[src/rtl/pe_row_sequencer.sv]
// pe_row_sequencer: steps one PE through a 1-D convolution of an ifmap row with a K-tap
// filter. Loads taps and a K-wide sliding window, issues K MAC cycles per output, waits out
// the PE pipeline, then hands each finished partial sum downstream over valid/ready.
module pe_row_sequencer #(
  parameter int DATA_WIDTH = 16,
  parameter int MAX_K      = 7,
  parameter int MAX_W      = 64,
  parameter int PE_LAT     = 4
) (
  input  logic                         clk,
  input  logic                         rstn,
  input  logic                         start,
  input  logic [$clog2(MAX_K+1)-1:0]   cfg_k,
  input  logic [$clog2(MAX_W+1)-1:0]   cfg_w,
  output logic                         busy,
  output logic                         done,
  output logic                         cfg_err,
  input  logic                         fltr_valid,
  output logic                         fltr_ready,
  input  logic [DATA_WIDTH-1:0]        fltr_data,
  input  logic                         ifmap_valid,
  output logic                         ifmap_ready,
  input  logic [DATA_WIDTH-1:0]        ifmap_data,
  output logic [DATA_WIDTH-1:0]        pe_ifmap,
  output logic [DATA_WIDTH-1:0]        pe_fltr,
  output logic                         pe_mult_seln,
  output logic                         pe_acc_seln,
  input  logic [2*DATA_WIDTH-1:0]      pe_psum,
  output logic                         psum_valid,
  input  logic                         psum_ready,
  output logic [2*DATA_WIDTH-1:0]      psum_data
);

  localparam int KW = $clog2(MAX_K + 1);
  localparam int WW = $clog2(MAX_W + 1);
  localparam int LW = $clog2(PE_LAT + 1);

  typedef enum logic [2:0] {
    StIdle, StLoadFlt, StLoadWin, StMac, StDrain, StOut, StShift
  } state_e;

  state_e                 state_q, state_d;
  logic [KW-1:0]          k_q, k_d;
  logic [WW-1:0]          w_q, w_d;
  logic [KW-1:0]          cnt_q, cnt_d;       // tap / window-load / MAC index
  logic [LW-1:0]          lat_q, lat_d;       // drain cycle counter
  logic [WW-1:0]          out_cnt_q, out_cnt_d;
  logic [DATA_WIDTH-1:0]  fltr_q [MAX_K];
  logic [DATA_WIDTH-1:0]  fltr_d [MAX_K];
  logic [DATA_WIDTH-1:0]  win_q  [MAX_K];
  logic [DATA_WIDTH-1:0]  win_d  [MAX_K];

  logic                    busy_q, busy_d, done_q, done_d, cfg_err_q, cfg_err_d;
  logic                    fltr_ready_q, fltr_ready_d, ifmap_ready_q, ifmap_ready_d;
  logic                    pe_mult_seln_q, pe_mult_seln_d, pe_acc_seln_q, pe_acc_seln_d;
  logic [DATA_WIDTH-1:0]   pe_ifmap_q, pe_ifmap_d, pe_fltr_q, pe_fltr_d;
  logic                    psum_valid_q, psum_valid_d;
  logic [2*DATA_WIDTH-1:0] psum_data_q, psum_data_d;

  logic cfg_legal;
  assign cfg_legal = (cfg_k != '0) && (int'(cfg_k) <= MAX_K) &&
                     (cfg_w >= WW'(cfg_k)) && (int'(cfg_w) <= MAX_W);

  // Next state, counters, arrays; outputs are derived from the next state so they register.
  always_comb begin
    state_d     = state_q;
    k_d         = k_q;
    w_d         = w_q;
    cnt_d       = cnt_q;
    lat_d       = lat_q;
    out_cnt_d   = out_cnt_q;
    fltr_d      = fltr_q;
    win_d       = win_q;
    psum_data_d = psum_data_q;
    done_d      = 1'b0;
    cfg_err_d   = 1'b0;

    case (state_q)
      StIdle: begin
        if (start) begin
          if (cfg_legal) begin
            k_d       = cfg_k;
            w_d       = cfg_w;
            cnt_d     = '0;
            out_cnt_d = '0;
            state_d   = StLoadFlt;
          end else begin
            cfg_err_d = 1'b1;
          end
        end
      end
      StLoadFlt: begin
        if (fltr_valid && fltr_ready_q) begin
          fltr_d[cnt_q] = fltr_data;
          if (cnt_q == k_q - KW'(1)) begin
            cnt_d   = '0;
            state_d = StLoadWin;
          end else begin
            cnt_d = cnt_q + KW'(1);
          end
        end
      end
      StLoadWin: begin
        if (ifmap_valid && ifmap_ready_q) begin
          win_d[cnt_q] = ifmap_data;
          if (cnt_q == k_q - KW'(1)) begin
            cnt_d   = '0;
            state_d = StMac;
          end else begin
            cnt_d = cnt_q + KW'(1);
          end
        end
      end
      StMac: begin
        if (cnt_q == k_q - KW'(1)) begin
          cnt_d   = '0;
          lat_d   = '0;
          state_d = StDrain;
        end else begin
          cnt_d = cnt_q + KW'(1);
        end
      end
      StDrain: begin
        // pe_psum carries the final sum in the last drain cycle
        if (lat_q == LW'(PE_LAT - 1)) begin
          psum_data_d = pe_psum;
          state_d     = StOut;
        end else begin
          lat_d = lat_q + LW'(1);
        end
      end
      StOut: begin
        if (psum_valid_q && psum_ready) begin
          out_cnt_d = out_cnt_q + WW'(1);
          if (out_cnt_d == w_q - WW'(k_q) + WW'(1)) begin
            done_d  = 1'b1;
            state_d = StIdle;
          end else begin
            state_d = StShift;
          end
        end
      end
      StShift: begin
        if (ifmap_valid && ifmap_ready_q) begin
          for (int j = 0; j < MAX_K - 1; j++) begin
            if (j + 1 < int'(k_q)) win_d[j] = win_q[j+1];
          end
          win_d[k_q - KW'(1)] = ifmap_data;
          cnt_d   = '0;
          state_d = StMac;
        end
      end
      default: state_d = StIdle;
    endcase

    busy_d         = (state_d != StIdle);
    fltr_ready_d   = (state_d == StLoadFlt);
    ifmap_ready_d  = (state_d == StLoadWin) || (state_d == StShift);
    pe_mult_seln_d = (state_d == StMac);
    pe_acc_seln_d  = ((state_d != StMac) && (state_d != StDrain)) ||
                     ((state_d == StMac) && (cnt_d == '0));
    pe_ifmap_d     = (state_d == StMac) ? win_d[cnt_d]  : '0;
    pe_fltr_d      = (state_d == StMac) ? fltr_d[cnt_d] : '0;
    psum_valid_d   = (state_d == StOut);
  end

  // State and registered outputs; reset abandons any row in flight.
  always_ff @(posedge clk or negedge rstn) begin
    if (!rstn) begin
      state_q        <= StIdle;
      k_q            <= '0;
      w_q            <= '0;
      cnt_q          <= '0;
      lat_q          <= '0;
      out_cnt_q      <= '0;
      fltr_q         <= '{default: '0};
      win_q          <= '{default: '0};
      busy_q         <= 1'b0;
      done_q         <= 1'b0;
      cfg_err_q      <= 1'b0;
      fltr_ready_q   <= 1'b0;
      ifmap_ready_q  <= 1'b0;
      pe_mult_seln_q <= 1'b0;
      pe_acc_seln_q  <= 1'b1;
      pe_ifmap_q     <= '0;
      pe_fltr_q      <= '0;
      psum_valid_q   <= 1'b0;
      psum_data_q    <= '0;
    end else begin
      state_q        <= state_d;
      k_q            <= k_d;
      w_q            <= w_d;
      cnt_q          <= cnt_d;
      lat_q          <= lat_d;
      out_cnt_q      <= out_cnt_d;
      fltr_q         <= fltr_d;
      win_q          <= win_d;
      busy_q         <= busy_d;
      done_q         <= done_d;
      cfg_err_q      <= cfg_err_d;
      fltr_ready_q   <= fltr_ready_d;
      ifmap_ready_q  <= ifmap_ready_d;
      pe_mult_seln_q <= pe_mult_seln_d;
      pe_acc_seln_q  <= pe_acc_seln_d;
      pe_ifmap_q     <= pe_ifmap_d;
      pe_fltr_q      <= pe_fltr_d;
      psum_valid_q   <= psum_valid_d;
      psum_data_q    <= psum_data_d;
    end
  end

  assign busy         = busy_q;
  assign done         = done_q;
  assign cfg_err      = cfg_err_q;
  assign fltr_ready   = fltr_ready_q;
  assign ifmap_ready  = ifmap_ready_q;
  assign pe_mult_seln = pe_mult_seln_q;
  assign pe_acc_seln  = pe_acc_seln_q;
  assign pe_ifmap     = pe_ifmap_q;
  assign pe_fltr      = pe_fltr_q;
  assign psum_valid   = psum_valid_q;
  assign psum_data    = psum_data_q;

endmodule

[config.mk]
export PLATFORM = sky130hd
export DESIGN_NAME = pe_row_sequencer
export DESIGN_NICKNAME = d
export VERILOG_FILES = /design/src/rtl/pe_row_sequencer.sv
export SDC_FILE = /design/constraint.sdc
export NUM_CORES = 1
export LEC_CHECK = 0
export ABC_AREA = 1
export CORE_MARGIN = 3
export CORE_UTILIZATION = 52
export DETAILED_ROUTE_END_ITERATION = 8
export GPL_ROUTABILITY_DRIVEN = 0
export PLACE_DENSITY = 0.72
export SLEW_MARGIN = 20
export SYNTH_ARGS = -nofsm -noshare
export SYNTH_HDL_FRONTEND = slang
export SYNTH_SLANG_ARGS = --single-unit
[constraint.sdc]
create_clock -name clk -period 3.6 [get_ports clk]
set_input_delay 0.36 -clock clk [delete_from_list [all_inputs] [get_ports clk]]
set_output_delay 0.36 -clock clk [all_outputs]
set_load 0.01 [all_outputs]
==> results.py, run 1 <==
metrics = {
    "status": {
        "outcome": "finished clean",
    },
    "cells_and_area": {
        "syn_to_final_growth_pct": 17.10,
        "diodes": 0,
        "final_util_pct": 62.44,
        "instances_no_fill": 3314,
        "nNetsFinal": 2923,
        "drive_above_1_share_pct": 7.185,
        "fillers": 3217,
    },
    "global_route": {
        "antenna_found_initial": 0,
        "grt_start_max_net_pins": 104,
        "grt_pass1_vias": 18640,
        "track_usage_pct": 32.19,
        "grt_pass1_wl_um": 99890,
        "grt-ovfl-total": 0,
    },
    "floorplan": {
        "row_count": 69,
        "die_area_mm2": 0.03916,
        "coreArea_mm2": 0.03591,
        "pin_count": 152,
        "initial_core_util_pct": 53.32,
        "die_w_um": 197.9,
        "die_y_um": 197.9,
    },
    "drt": {
        "first_pass_iters": 6,
        "vias": 19130,
        "routedWlPerCell_um": 19.08,
        "drt_iter0_drc": 1986,
        "drt-total-wl_um": 63250,
        "postRouteAntennaNets": 0,
        "avgViaCountPerCell": 5.771,
        "remaining_drc_errors": 0,
    },
    "critical_path": {
        "startpoint": "k_q[1]",
        "critPathMaxFanout": 23,
        "crit_arrival_ns": 3.73,
        "regToRegSetupSlack_ns": 0.35,
        "crit_end": "pe_ifmap[8]",
        "r2r-start": "k_q[1]",
        "required_ns": 4.08,
        "startpoint_type": "flop",
        "critPathKind": "reg2reg",
        "critPathCaptureType": "flop",
        "worstRegToRegCells": 13,
        "r2r-end": "pe_ifmap[8]",
    },
    "job": {
        "drv_cap": 0,
    },
    "synthesis": {
        "yosysMostFrequentCell": "nand2_1",
        "ys_ff_latch": 322,
        "synth_edf_count": 0,
        "yosysUniqueCellTypes": 45,
        "yosysWarningCount": 0,
        "synthArstFlopShare_pct": 100.0,
        "ys_seq_area_share_pct": 42.08,
        "yosys_most_used_dff": "dfrtp_1",
        "synthCells": 2726,
        "avgSynthCellArea_um2": 7.025,
        "synth_top_area_share_pct": 41.95,
        "syn-num-nets": 2824,
        "synth_commonest_cells": "nand2_1 (730), inv_1 (452), nand3_1 (362)",
        "synthTopCellsByArea": "dfrtp_1 (42%), nand2_1 (14%), nand3_1 (9.5%)",
        "synth_area_mm2": 0.01915,
        "synth_top_area_cell": "dfrtp_1",
    },
    "clocking": {
        "cts_made_buffers": 38,
        "cts_buffer_depth": 3,
        "clock_sinks": 322,
        "cts_resized": 0,
        "clk_pin_slew_worst_paths_ns": 0.06,
        "cts_tree": "done",
        "clkLatencyLatePin_ns": 0.55,
        "h-tree-depth": 2,
        "root_buffer": "clkbuf_16",
    },
    "sta": {
        "fin_worst_skew_ns": 0.01373,
        "maxSlewViolCount": 0,
        "worst_pin_slew_ns": 1.187,
        "maxSlewHeadroom_pct": 20.85,
        "setup_violations": 0,
        "rsz0062_at_grt": "no",
        "tns_ns": 0,
        "setup_ws_ns": 0.3499,
        "fmax_ghz": 0.3077,
        "post-route-period-util_pct": 90.28,
        "hold_viol_final": 0,
        "period_needed_ns": 3.250,
    },
    "power_and_ir_drop": {
        "leakage_nw": 10.89,
        "ir_drop_mv": 0.9176,
        "power_frac_clock_pct": 21.8,
        "power_density_mw_per_mm2": 794.9,
        "p_comb_share_pct": 50.9,
        "internal_power_mw": 9.531,
        "pwr-share-seq_pct": 27.4,
        "p_sw_mw": 8.293,
        "switching_share_pct": 46.53,
    },
    "hold_path": {
        "min_path_type": "in2reg",
    },
    "place": {
        "dpl.hpwl_um": 37660,
        "preCtsSetupSlack_ns": 0.4538,
        "placed_cells": 3245,
        "port_buffers": 151,
    },
}
[repair_timing]
item / in CTS / in global routing
hold endpoints to repair: 97 / 0
setup buffers: 0 / 0
hold buffers: 1 / 0
[final cells by class]
cell class	count	area (um2)	share of cell area, %
inverter	468	1759	7.845
multi-input combinational	1777	8598	38.34
clock buffer	56	1110	4.949
timing repair buffer	218	2185	9.742
tap	461	576.8	2.572
sequential	322	8060	35.94
clock inverter	12	135.1	0.6026
[cell families (layout without fill, tap and decap cells)]
group | count (synthesis) | count (layout) | synth area share [%]
flops | 322 | 322 | 42.08
fa+ha+maj | 18 | 18 | 1.215
buf+inv | 627 | 754 | 13.26
mux | 33 | 33 | 1.941
simple gates | 1333 | 1333 | 29.33
compound gates | 385 | 385 | 11.80
xor+xnor | 8 | 8 | 0.3659
[power by group through the flow]
stage / clock network [mW] / registers, mW / logic (mW)
after floorplan: 0 / 4.85 / 6.00
after global placement: 0 / 4.90 / 8.62
after detailed placement: 0 / 4.93 / 8.82
after CTS: 3.93 / 4.87 / 8.87
after global routing: 4.06 / 4.96 / 9.94
final: 3.88 / 4.88 / 9.07
[placed cells by master, fill, tap and decap left out, types with 3 or more instances in the layout]
master,count
a21oi_1,60
a22oi_1,8
buf_12,13
buf_4,53
clkbuf_1,10
clkbuf_16,39
clkbuf_8,7
clkdlybuf4s50_1,150
clkinv_2,7
dfrtp_1,320
ha_1,17
inv_1,452
inv_2,14
mux2_2,33
nand2_1,727
nand2_2,6
nand2_4,3
nand3_1,361
nand3_2,6
nand3b_1,3
nand4_1,9
nor2_1,200
nor3_1,7
nor3_2,3
o211ai_1,101
o21ai_0,179
o21ai_1,7
o22ai_1,20
xnor2_1,6
[sequential cells by signal (all words and copies together), names as in the netlist]
name,flops
busy,1
ifmap_ready,1
fltr_ready,1
win_q,112
pe_mult_seln,1
k_q,3
w_q,7
psum_data,32
fltr_q,112
psum_valid,1
pe_fltr,16
done,1
out_cnt_q,7
pe_ifmap,16
pe_acc_seln,1
cnt_q,3
state_q,3
cfg_err,1
lat_q,3
[worst min path at each step]
stage	endpoint	from	cells after the start	slack, ns
finish	cfg_err	start	3	0.41
global route	psum_data[4]	pe_psum[4]	2	0.42
CTS	cfg_err	start	3	0.38
detailed placement	fltr_q[63]	fltr_q[63]	2	0.47
global placement	fltr_q[63]	fltr_q[63]	2	0.46
floorplan	busy	rstn	0	0.06
[per-stage QoR]
step	power (mW)	hold WS, ns	cell area (um2)
after detailed placement	13.75	0.4666	21170
after CTS	17.68	0.3850	22420
final	17.82	0.4088	22420
after floorplan	10.85	0.06441	19150
after global placement	13.51	0.4550	21170
after global routing	18.96	0.4196	22420
[layer usage]
layer	GRT usage [%]	share of wire, %
met5	0	0
met4	16.80	5.8
met1	40.04	38
met3	6.789	10
met2	53.06	47
[critical path, stage by stage (launching register included)]
cell and delay, ns:
dfrtp_1 0.35, buf_4 0.39, inv_1 0.13, ha_1 0.53, nor2_1 0.14, nand2_1 0.36
clkinv_1 0.41, o21ai_0 0.26, a21oi_1 0.06, nor2_1 0.19, nor2_1 0.08, nor2_1 0.13
nor2_1 0.06, nor2_1 0.09
Power figures use the tool's default switching activity.
==> run 2: changes to the inputs <==
clock period = 3 ns   (was 3.6 ns; I/O delays follow)
==> run 2 against run 1 <==
Against the previous run:
- global-route usage is 0.34 points higher
- wire length is 0.86% higher
- maximum frequency is 14% higher
- first-iteration DRC count is 3.1% higher
- utilization is 1.3 points higher
- cell count is 0.88% higher
- design area is 2.2% higher
- combinational power is 29% higher
- setup slack worse by 0.20 ns
- clock power is 27% higher
- sequential share of layout area is 0.76 points lower
- critical path depth is 6 higher
- largest power group unchanged
==> results.py, run 2 (synthesized netlist as in run 1, its figures left out) <==
metrics = {
    "sta": {
        "tns_ns": 0,
        "post-route-period-util_pct": 94.86,
        "period_needed_ns": 2.846,
        "maxSlewHeadroom_pct": 46.59,
        "fmax_ghz": 0.3514,
        "setup_violations": 0,
        "maxSlewViolCount": 0,
        "hold_viol_final": 0,
        "fin_worst_skew_ns": 0.02856,
        "worst_pin_slew_ns": 0.8003,
    },
    "floorplan": {
        "die_w_um": 197.9,
        "coreArea_mm2": 0.03591,
        "die_y_um": 197.9,
        "row_count": 69,
        "initial_core_util_pct": 53.32,
        "die_area_mm2": 0.03916,
        "pin_count": 152,
    },
    "cells_and_area": {
        "diodes": 0,
        "fillers": 3240,
        "nNetsFinal": 2954,
        "most-common-layout-cells": "nand2_1 (724), inv_1 (451), nand3_1 (360)",
        "final_common_cell": "nand2_1",
        "final_area_mm2": 0.02291,
        "multiInputGateArea_mm2": 0.008633,
        "syn_to_final_growth_pct": 19.63,
        "drive_above_1_share_pct": 8.640,
        "regArea_mm2": 0.008060,
    },
    "global_route": {
        "grt_pass1_vias": 18870,
        "track_usage_pct": 32.53,
        "grt-ovfl-total": 0,
        "grt_start_max_net_pins": 79,
        "grt_pass1_wl_um": 100700,
        "antenna_found_initial": 1,
    },
    "clocking": {
        "clk_pin_slew_worst_paths_ns": 0.05,
        "cts_buffer_depth": 3,
        "cts_made_buffers": 38,
        "clock_sinks": 322,
        "cts_tree": "done",
        "clkLatencyLatePin_ns": 0.58,
        "h-tree-depth": 2,
        "root_buffer": "clkbuf_16",
    },
    "drt": {
        "routedWlPerCell_um": 19.08,
        "postRouteAntennaNets": 0,
        "drt_iter0_drc": 2048,
        "avgViaCountPerCell": 5.740,
        "drt-total-wl_um": 63790,
        "first_pass_iters": 6,
        "remaining_drc_errors": 0,
        "vias": 19190,
    },
    "power_and_ir_drop": {
        "leakage_nw": 11.12,
        "ir_drop_mv": 0.7110,
        "power_density_mw_per_mm2": 980.4,
    },
    "status": {
        "outcome": "finished clean",
    },
    "critical_path": {
        "critPathCaptureType": "flop",
        "critPathKind": "reg2reg",
        "critPathMaxFanout": 7,
        "startpoint_type": "flop",
        "required_ns": 3.49,
        "crit_arrival_ns": 3.34,
    },
    "place": {
        "place_area_mm2": 0.02144,
        "port_buffers": 151,
        "dpl.hpwl_um": 39800,
    },
    "hold_path": {
        "min_path_type": "in2async",
    },
    "job": {
        "drv_cap": 0,
    },
}
-- run 2: cell types whose count changed in the layout (fill, tap and decap cells not counted), sizes merged --
cell	delta
buf	+30
clkinv	-5
bufinv	+2
inv	+2
-- run 2: cell type report --
| cell class | instances | share of cell area, % |
|---|---|---|
| clock buffers | 55 | 4.910 |
| clock inverters | 11 | 0.8684 |
| inverters | 468 | 7.696 |
| multi-input cells | 1777 | 37.69 |
| flip-flops and latches | 322 | 35.18 |
| repair buffers | 249 | 11.14 |
| well taps | 461 | 2.518 |
-- run 2: report_power, final --
group	total (mW)	internal, mW	switching, mW
clock network	4.92	2.97	1.96
logic	11.7	3.91	7.75
registers	5.88	5.37	0.508
total	22.5	12.2	10.2
-- run 2: worst paths after layout --
path / start / endpoint / slack [ns] / cells after the start
setup / recovery: w_q[1] / pe_ifmap[3] / 0.15 / 19
hold / removal: rstn / w_q[0] / 0.31 / 2
setup reg to reg: w_q[1] / pe_ifmap[3] / 0.15 / 19
hold reg to reg: fltr_q[63] / fltr_q[63] / 0.48 / 2
max in group asynchronous: rstn / psum_data[26] / 1.72 / 3
min in group clk: cfg_w[0] / w_q[0] / 0.35 / 3
-- run 2: what timing repair did --
item	in CTS	in global routing
hold buffers	1	0
endpoints found under the setup margin	26	34
gates resized for setup	4	9
pin swaps	3	9
setup buffers	2	3
hold endpoints to repair	72	0
gates cloned	1	1
-- run 2: worst max-delay path, cell delays in order (launching register included) --
cell,delay (ns)
dfrtp_1,0.37
inv_2,0.08
ha_4,0.20
inv_1,0.05
ha_2,0.16
inv_1,0.05
fa_2,0.35
nand3b_1,0.19
nand2_2,0.10
xor2_1,0.15
nand2_1,0.06
nand2_1,0.06
nor2_1,0.04
nand2_1,0.10
nand3_2,0.12
a21oi_4,0.18
buf_12,0.15
buf_12,0.16
nand2_1,0.07
nor2_1,0.10
-- run 2: stage by stage --
step	setup WS, ns	utilization [%]	total power [mW]	hold WS, ns	cells
global placement	0.09419	59.71	16.67	0.3471	3270
CTS	0.01117	63.60	22.08	0.3342	3340
finish	0.1541	63.79	22.46	0.3115	3343
floorplan	0.1755	-	13.02	0.004409	2726
global route	-0.004860	63.79	23.84	0.3408	3343
detailed placement	-0.04529	59.71	16.96	0.3356	3270
-- run 2: layer usage --
layer	vias to the layer above	GRT usage, %	part of all wire [%]
li1	8879	-	-
met1	8962	40.49	38
met2	1073	54.10	47
met3	274	6.568	10
met4	2	16.44	5.7
met5	-	0	0.020
==> run 3: changes to the inputs <==
RECOVER_POWER = 25   (was unset)
==> run 3 against run 2 <==
Against the previous run:
- the run now ends with max-capacitance violations, max-slew violations left
- first-iteration DRC count down 1.2%
- clock skew about the same
- non-clock buffer count is the same
- flip-flop and latch count is the same
- maximum frequency shrank 0.94%
- global-route usage unchanged
- largest power group unchanged
- utilization about the same
- register-to-register slack got worse by 0.03 ns
- highest routed layer unchanged
- wire length about the same
- sequential share of layout area about the same
==> results.py, run 3 (synthesized netlist as in run 1, its figures left out) <==
metrics = {
    "status": {
        "outcome": "finished with violations",
        "violations": "max-capacitance violations, max-slew violations",
    },
    "sta": {
        "setup_ws_ns": 0.1272,
        "maxSlewHeadroom_pct": -46.95,
        "hold_viol_final": 0,
        "tns_ns": 0,
        "whs_ns": 0.3491,
        "post-route-period-util_pct": 95.76,
        "period_needed_ns": 2.873,
        "setup_violations": 0,
        "worst_pin_slew_ns": 2.204,
        "maxSlewViolCount": 76,
        "fin_worst_skew_ns": 0.02888,
        "fmax_ghz": 0.3481,
    },
    "global_route": {
        "grt_pass1_vias": 18870,
        "antenna_found_initial": 1,
        "track_usage_pct": 32.53,
        "grt-ovfl-total": 0,
        "grt_start_max_net_pins": 79,
        "grt_pass1_wl_um": 100700,
    },
    "clocking": {
        "cts_tree": "done",
        "clock_sinks": 322,
        "cts_made_buffers": 38,
        "cts_buffer_depth": 3,
        "h-tree-depth": 2,
        "root_buffer": "clkbuf_16",
        "clk_pin_slew_worst_paths_ns": 0.05,
        "clkLatencyLatePin_ns": 0.58,
    },
    "critical_path": {
        "required_ns": 3.48,
        "critPathBufInv": 5,
        "r2r-start": "w_q[1]",
        "slowest_stage": "dfrtp_1",
        "cp_cell_sequence": "inv_2 -> ha_4 -> inv_1 -> ha_2 -> inv_1 -> fa_2 -> nand3b_1 -> nand2_2 -> xor2_1 -> nand2_1 -> nand2_1 -> nor2_1 -> nand2_1 -> nand3_2 -> a21oi_4 -> buf_12 -> buf_12 -> nand2_1 -> nor2_1",
        "regToRegSetupSlack_ns": 0.13,
        "r2r-end": "pe_ifmap[3]",
        "cp_common_cell": "nand2_1",
        "critPathKind": "reg2reg",
        "startpoint_type": "flop",
        "critPathCaptureType": "flop",
        "worstRegToRegCells": 19,
        "path_delay_family": "simple AND/OR/NAND/NOR gates",
        "max_stage_delay_ns": 0.37,
        "crit_arrival_ns": 3.36,
        "critPathMaxFanout": 7,
    },
    "floorplan": {
        "coreArea_mm2": 0.03591,
        "row_count": 69,
        "die_w_um": 197.9,
        "die_y_um": 197.9,
        "initial_core_util_pct": 53.32,
        "die_area_mm2": 0.03916,
        "pin_count": 152,
    },
    "cells_and_area": {
        "final_area_mm2": 0.02290,
        "syn_to_final_growth_pct": 19.58,
        "fillers": 3241,
        "diodes": 0,
        "final_common_cell": "nand2_1",
        "most-common-layout-cells": "nand2_1 (724), inv_1 (451), nand3_1 (360)",
        "nNetsFinal": 2954,
        "drive_above_1_share_pct": 8.640,
    },
    "place": {
        "dpl.hpwl_um": 39800,
        "preCtsSetupSlack_ns": -0.04529,
        "place_area_mm2": 0.02144,
        "port_buffers": 151,
    },
    "drt": {
        "remaining_drc_errors": 0,
        "drt_iter0_drc": 2023,
        "vias": 19190,
        "avgViaCountPerCell": 5.741,
        "drt-total-wl_um": 63830,
        "routedWlPerCell_um": 19.09,
        "postRouteAntennaNets": 0,
        "first_pass_iters": 6,
    },
    "power_and_ir_drop": {
        "ir_drop_mv": 0.7103,
        "pwr-share-seq_pct": 26.2,
        "leakage_nw": 11.12,
        "internal_power_mw": 12.24,
        "power_density_mw_per_mm2": 980.5,
        "p_sw_mw": 10.21,
        "p_comb_share_pct": 51.9,
        "total_power_mw": 22.45,
        "power_frac_clock_pct": 21.9,
        "switching_share_pct": 45.47,
    },
    "hold_path": {
        "hold_end": "w_q[0]",
        "holdPathStages": 3,
        "min_from": "cfg_w[0]",
        "min_path_type": "in2reg",
    },
    "job": {
        "drv_cap": 1,
    },
}
==> run 3: cell types whose count changed in the layout (fill, tap and decap cells not counted), sizes merged <==
cell	delta
buf	-1
clkbuf	+1
==> run 3: timing repair <==
| action | CTS | global route |
|---|---|---|
| hold buffers | 1 | 0 |
| endpoints found under the hold margin | 72 | 0 |
| gates resized for setup | 4 | 9 |
| gates cloned | 1 | 1 |
| pin swaps | 3 | 9 |
| endpoints found under the setup margin | 26 | 34 |
| buffers inserted | 2 | 3 |
==> run 3: how the worst max path moves through the flow <==
stage,start,to,cells past startpoint
after floorplan,k_q[0],pe_fltr[0],18
after global placement,k_q[1],pe_ifmap[6],17
after detailed placement,k_q[1],pe_fltr[6],17
final,w_q[1],pe_ifmap[3],19
after CTS,k_q[1],pe_ifmap[6],18
after global routing,w_q[1],pe_ifmap[3],19
==> run 3: final cells by class <==
class	count	area (um2)	area share, %
timing repair buffer	249	2541	11.10
clock buffer	55	1125	4.912
clock inverter	11	198.9	0.8688
sequential	322	8060	35.20
multi-input combinational	1777	8633	37.70
tap	461	576.8	2.519
inverter	468	1763	7.699
==> run 3: stage by stage <==
step | cells | util [%]
after global routing | 3343 | 63.76
after floorplan | 2726 | -
final | 3343 | 63.76
after detailed placement | 3270 | 59.71
after global placement | 3270 | 59.71
after CTS | 3340 | 63.60
==> run 3: routing by layer <==
metal	wire (um)	track usage [%]	vias up
met5	13	0	-
li1	-	-	8879
met4	3757	16.44	2
met2	29770	54.10	1045
met3	6125	6.568	267
met1	24160	40.49	9000
==> run 3: worst reg2reg max path: stages, from the launching register on <==
cell and delay [ns]:
dfrtp_1 0.37, inv_2 0.08, ha_4 0.20, inv_1 0.05, ha_2 0.16, inv_1 0.05
fa_2 0.35, nand3b_1 0.19, nand2_2 0.10, xor2_1 0.15, nand2_1 0.06, nand2_1 0.06
nor2_1 0.04, nand2_1 0.10, nand3_2 0.12, a21oi_4 0.18, buf_12 0.15, buf_12 0.17
nand2_1 0.07, nor2_1 0.12
==> run 3: power by group through the flow <==
| stage | registers (mW) | logic [mW] | clock network (mW) |
|---|---|---|---|
| floorplan | 5.82 | 7.20 | 0 |
| global placement | 5.91 | 10.8 | 0 |
| detailed placement | 5.94 | 11.0 | 0 |
| CTS | 5.87 | 11.2 | 4.98 |
| global route | 5.98 | 12.7 | 5.17 |
| finish | 5.88 | 11.7 | 4.92 |
==> patch 1 (flow settings as in run 2) <==
`MAX_W`: 64 -> 128.
--- a/src/rtl/pe_row_sequencer.sv
+++ b/src/rtl/pe_row_sequencer.sv
@@ -6,3 +6,3 @@
   parameter int MAX_K      = 7,
-  parameter int MAX_W      = 64,
+  parameter int MAX_W      = 128,
   parameter int PE_LAT     = 4
Interface: changed (resized cfg_w); port bits go from 152 to 153. The function was not compared with the original's and may differ.
==> patch 1 against run 2 <==
- area after synthesis down 0.56%
- count of clock-buffer cells in the layout rose by 9
- power is 0.38% lower
- first-iteration DRC count shrank 21%
- hold slack got worse by 0.021 ns
- clock power shrank 4%
- sequential power rose by 11%
- sequential cell count up 2
- sequential share of layout area rose by 0.11 points
- wire length is essentially flat
- combinational power down 5%
- cell area rose by 0.29%
- setup slack got worse by 0.027 ns
- global-route usage increased by 0.42 points
==> patch 1: results (changes against run 2) <==
| Metric | Value |
|---|---|
| Lkg Pwr | 11.9 nW (was 11.1 nW) |
| Utilization after layout | 0.641 (was 0.638) |
| Worst hold slack | 0.290 ns (was 0.312 ns) |
| Setup violations, final | 0 (unchanged) |
| Post-synthesis sequential area ratio | 0.426 (was 0.421) |
| Port Buffer Count | 152 (was 151) |
| 1st-iter DRT viols | 1622 (was 2048) |
| Global-route wire length before repair | 102000 um (was 101000 um) |
| Top sig layer | met4 (was met5) |
| Worst Hold Class | input pin to flop (was input pin to asynchronous set/reset pin) |
| Reg-to-Reg End | pe_fltr[9] (was pe_ifmap[3]) |
| Vias/cell | 5.69 (was 5.74) |
| Antenna cells | 0 (unchanged) |
| Wire length on met3 | 6250 um (was 6370 um) |
| Placed Area | 21500 um^2 (was 21400 um^2) |
| Final net count | 2958 (was 2954) |
| Slew @ Worst Pin | 0.784 ns (was 0.800 ns) |
| GR Util met3 | 0.0715 (was 0.0657) |
| Drt pass-1 iters | 6 (unchanged) |
| Pre-CTS WS | -0.0322 ns (was -0.0453 ns) |
| Post-Place Cells | 3268 (was 3270) |
| Most area-consuming cells after synthesis | dfrtp_1 (42%), nand2_1 (15%), nand3_1 (8.9%), inv_1 (8.8%), o211ai_1 (5.0%) (was dfrtp_1 (42%), nand2_1 (14%), nand3_1 (9.5%), inv_1 (8.9%), o21ai_0 (4.7%)) |
| Final wirelength | 63800 um (about the same) |
| CTS Buffer Depth | 3 (unchanged) |
| WL met2 | 28800 um (was 29700 um) |
| Yosys cell types | 44 (was 45) |
| Met2 Usage GRT | 0.515 (was 0.541) |
| Wire per inst | 19.0 um (was 19.1 um) |
| Dpl hpwl | 41100 um (was 39800 um) |
| Crit-path max FO | 11 (was 7) |
| Total Routing Usage GR | 0.330 (was 0.325) |
| Met1 WL | 24700 um (was 24100 um) |
| Number of buffers created by CTS | 39 (was 38) |
| VDD IR max | 0.000535 V (was 0.000711 V) |
| Switching share of power | 0.434 (was 0.455) |
| Status | finished, final reports clean (unchanged) |
| Layout cell share with drive strength beyond 1 | 0.0838 (was 0.0864) |
| Antenna violations before repair | 0 (was 1) |
| Syn_nets | 2821 (was 2824) |
| Register-to-Register Path Depth | 20 (was 19) |
| Largest net degree at the start of global routing | 84 (was 79) |
| Crit path max-delay family | adder cells (was simple AND/OR/NAND/NOR gates) |
| Clock skew | 0.0323 ns (was 0.0286 ns) |
| Crit path buffers/inverters | 6 (was 5) |
| Critical-path top delay cell | dfrtp_1 (unchanged) |
| CP Data Arrival Time | 3.30 ns (was 3.34 ns) |
| FF-to-FF setup slack | 0.13 ns (was 0.15 ns) |
| Avg Synthesized Cell Area | 7.00 um^2 (was 7.02 um^2) |
[patch 1: changes by cell type in the layout (fill, tap and decap cells not counted), sizes merged, moves of 8 or more]
| cell | delta |
|---|---|
| mux2 | -33 |
| nand3 | -29 |
| o211ai | +27 |
| o22ai | +25 |
| nor2 | -23 |
| nand2 | +20 |
| a21oi | -16 |
| buf | +12 |
| a31oi | +11 |
| o21ai | +9 |
| clkbuf | +8 |
[patch 1: cells by family (layout without fill, tap and decap cells)]
| logic type | after synthesis | count (layout) | synth area share |
|---|---|---|---|
| xor gates and xnor gates | 9 | 9 | 0.00414 |
| and+or+nand+nor | 1300 | 1300 | 0.286 |
| DFF | 324 | 324 | 0.426 |
| buffers and inverters | 632 | 800 | 0.132 |
| AOI/OAI and AO/OA | 435 | 435 | 0.138 |
| adders and majority gates | 19 | 19 | 0.0129 |
| muxes | 2 | 2 | 0.00105 |
[patch 1: what timing repair did]
| item | in CTS | in global routing |
|---|---|---|
| hold buffers | 1 | 0 |
| buffers inserted | 4 | 2 |
| cloned | 3 | 0 |
| endpoints found under the setup margin | 11 | 34 |
| hold endpoints to repair | 75 | 0 |
| pin swaps | 2 | 8 |
| gates resized for setup | 10 | 14 |
[patch 1: layout make-up]
cell class / count / share of cell area
multi-input combinational: 1765 / 0.370
sequential: 324 / 0.353
clock inverter: 8 / 0.00332
timing repair buffer: 261 / 0.120
clock buffer: 64 / 0.0522
inverter: 467 / 0.0763
tap: 461 / 0.0251
[patch 1: power groups by stage]
stage | combinational, mW | clock (mW) | sequential (mW)
4_1_cts | 10.9 | 4.79 | 6.48
6_report | 11.1 | 4.73 | 6.50
3_5_place_dp | 10.5 | 0 | 6.53
5_1_grt | 12.4 | 4.97 | 6.63
2_1_floorplan | 6.79 | 0 | 6.48
3_3_place_gp | 10.3 | 0 | 6.50
==> patch 2 (settings of run 2) <==
Without the edit above. Put one more register stage on the output `cfg_err`, with the module's reset. The value now appears one clock later. The other outputs are not delayed to match.
--- a/src/rtl/pe_row_sequencer.sv
+++ b/src/rtl/pe_row_sequencer.sv
@@ -213,3 +213,9 @@
   assign done         = done_q;
-  assign cfg_err      = cfg_err_q;
+  always_ff @(posedge clk or negedge rstn) begin
+    if (!rstn) begin
+      cfg_err <= '0;
+    end else begin
+      cfg_err <= cfg_err_q;
+    end
+  end
   assign fltr_ready   = fltr_ready_q;
Function: changed (Yosys sat finds a counterexample within 4 cycles, from zero or initial values and one cycle with rstn low).
==> patch 2 against run 2 <==
- cell area is 1.7% lower
- sequential share of layout area is 0.72 points higher
- synthesized cell count shrank 2.7%
- utilization is 0.45 points higher
- power shrank 5.4%
- sequential cell count grew 1
- area after synthesis fell by 1.9%
- wire length decreased by 3.1%
- largest power group unchanged
- critical endpoint is now pe_ifmap[15]
- setup slack worse by 0.078 ns
==> patch 2: results (changes against run 2) <==
| Metric | Value |
|---|---|
| Postcts setup bufs | 0 (was 2) |
| Resized Gates After CTS | 0 (was 4) |
| Filler cell count in the final layout | 3080 (was 3240) |
| Largest net degree at the start of global routing | 101 (was 79) |
| Final wirelength | 61800 um (was 63800 um) |
| Synthesized area | 18800 um^2 (was 19100 um^2) |
| Placed Area | 21100 um^2 (was 21400 um^2) |
| Psw | 9.25 mW (was 10.2 mW) |
| 1st-iter DRT viols | 2219 (was 2048) |
| Area share of fa/ha/maj cells after synthesis | 0.0124 (was 0.0122) |
| CP max stage delay | 0.35 ns (was 0.37 ns) |
| Final net count | 2885 (was 2954) |
| Vias in the first global route | 18183 (was 18872) |
| Post-Place Cells | 3192 (was 3270) |
| Fmax achieved | 342 MHz (was 351 MHz) |
| CP Data Arrival Time | 3.38 ns (was 3.34 ns) |
| Pre-CTS WS | 0.0557 ns (was -0.0453 ns) |
| XOR/XNOR Fraction of Synth Area | 0.00320 (was 0.00366) |
| Yosys cell types | 49 (was 45) |
| VDD IR max | 0.000856 V (was 0.000711 V) |
| Dpl hpwl | 38600 um (was 39800 um) |
| FF-to-FF setup slack | 0.08 ns (was 0.15 ns) |
| Critical-path top delay cell | fa_2 (was dfrtp_1) |
| Lkg Pwr | 11.2 nW (was 11.1 nW) |
| Post-synthesis sequential area ratio | 0.430 (was 0.421) |
| Commonest cells post-synth | nand2_1 (664), inv_1 (435), nand3_1 (376) (was nand2_1 (730), inv_1 (452), nand3_1 (362)) |
| Routed via count | 18616 (was 19190) |
| Status | finished, final reports clean (unchanged) |
| PwrDens | 944 nW/um^2 (was 980 nW/um^2) |
| Most area-consuming cells after synthesis | dfrtp_1 (43%), nand2_1 (13%), nand3_1 (10%), inv_1 (8.7%), o21ai_0 (4.5%) (was dfrtp_1 (42%), nand2_1 (14%), nand3_1 (9.5%), inv_1 (8.9%), o21ai_0 (4.7%)) |
| Post-synthesis mux area share | 0.0203 (was 0.0194) |
patch 2: changes by cell type in the layout (fill, tap and decap cells not counted), moves of 9 or more:
cell,run 2,this run
o221ai_1,1,16
o211ai_1,101,52
o21ai_0,179,168
inv_1,451,434
o22ai_1,20,29
nand3_1,360,376
nand2_1,724,663
nor2_1,198,210
a21oi_1,60,84
patch 2: final cells by class:
| class | instances | area (um^2) | share of cell area |
|---|---|---|---|
| multi-input combinational | 1731 | 8400 | 0.373 |
| inverter | 452 | 1700 | 0.0753 |
| antenna | 1 | 2.50 | 0.000111 |
| timing repair buffer | 241 | 2490 | 0.110 |
| clock inverter | 14 | 211 | 0.00939 |
| sequential | 323 | 8080 | 0.359 |
| tap | 455 | 569 | 0.0253 |
| clock buffer | 52 | 1060 | 0.0472 |
patch 2: routing by layer:
layer	global-route usage	routed length [um]	vias to the layer above	share of wire
li1	-	-	8687	-
met3	0.0512	5730	230	0.093
met1	0.414	24700	8753	0.40
met5	0	0	-	0
met4	0.141	2870	0	0.046
met2	0.507	28600	946	0.46
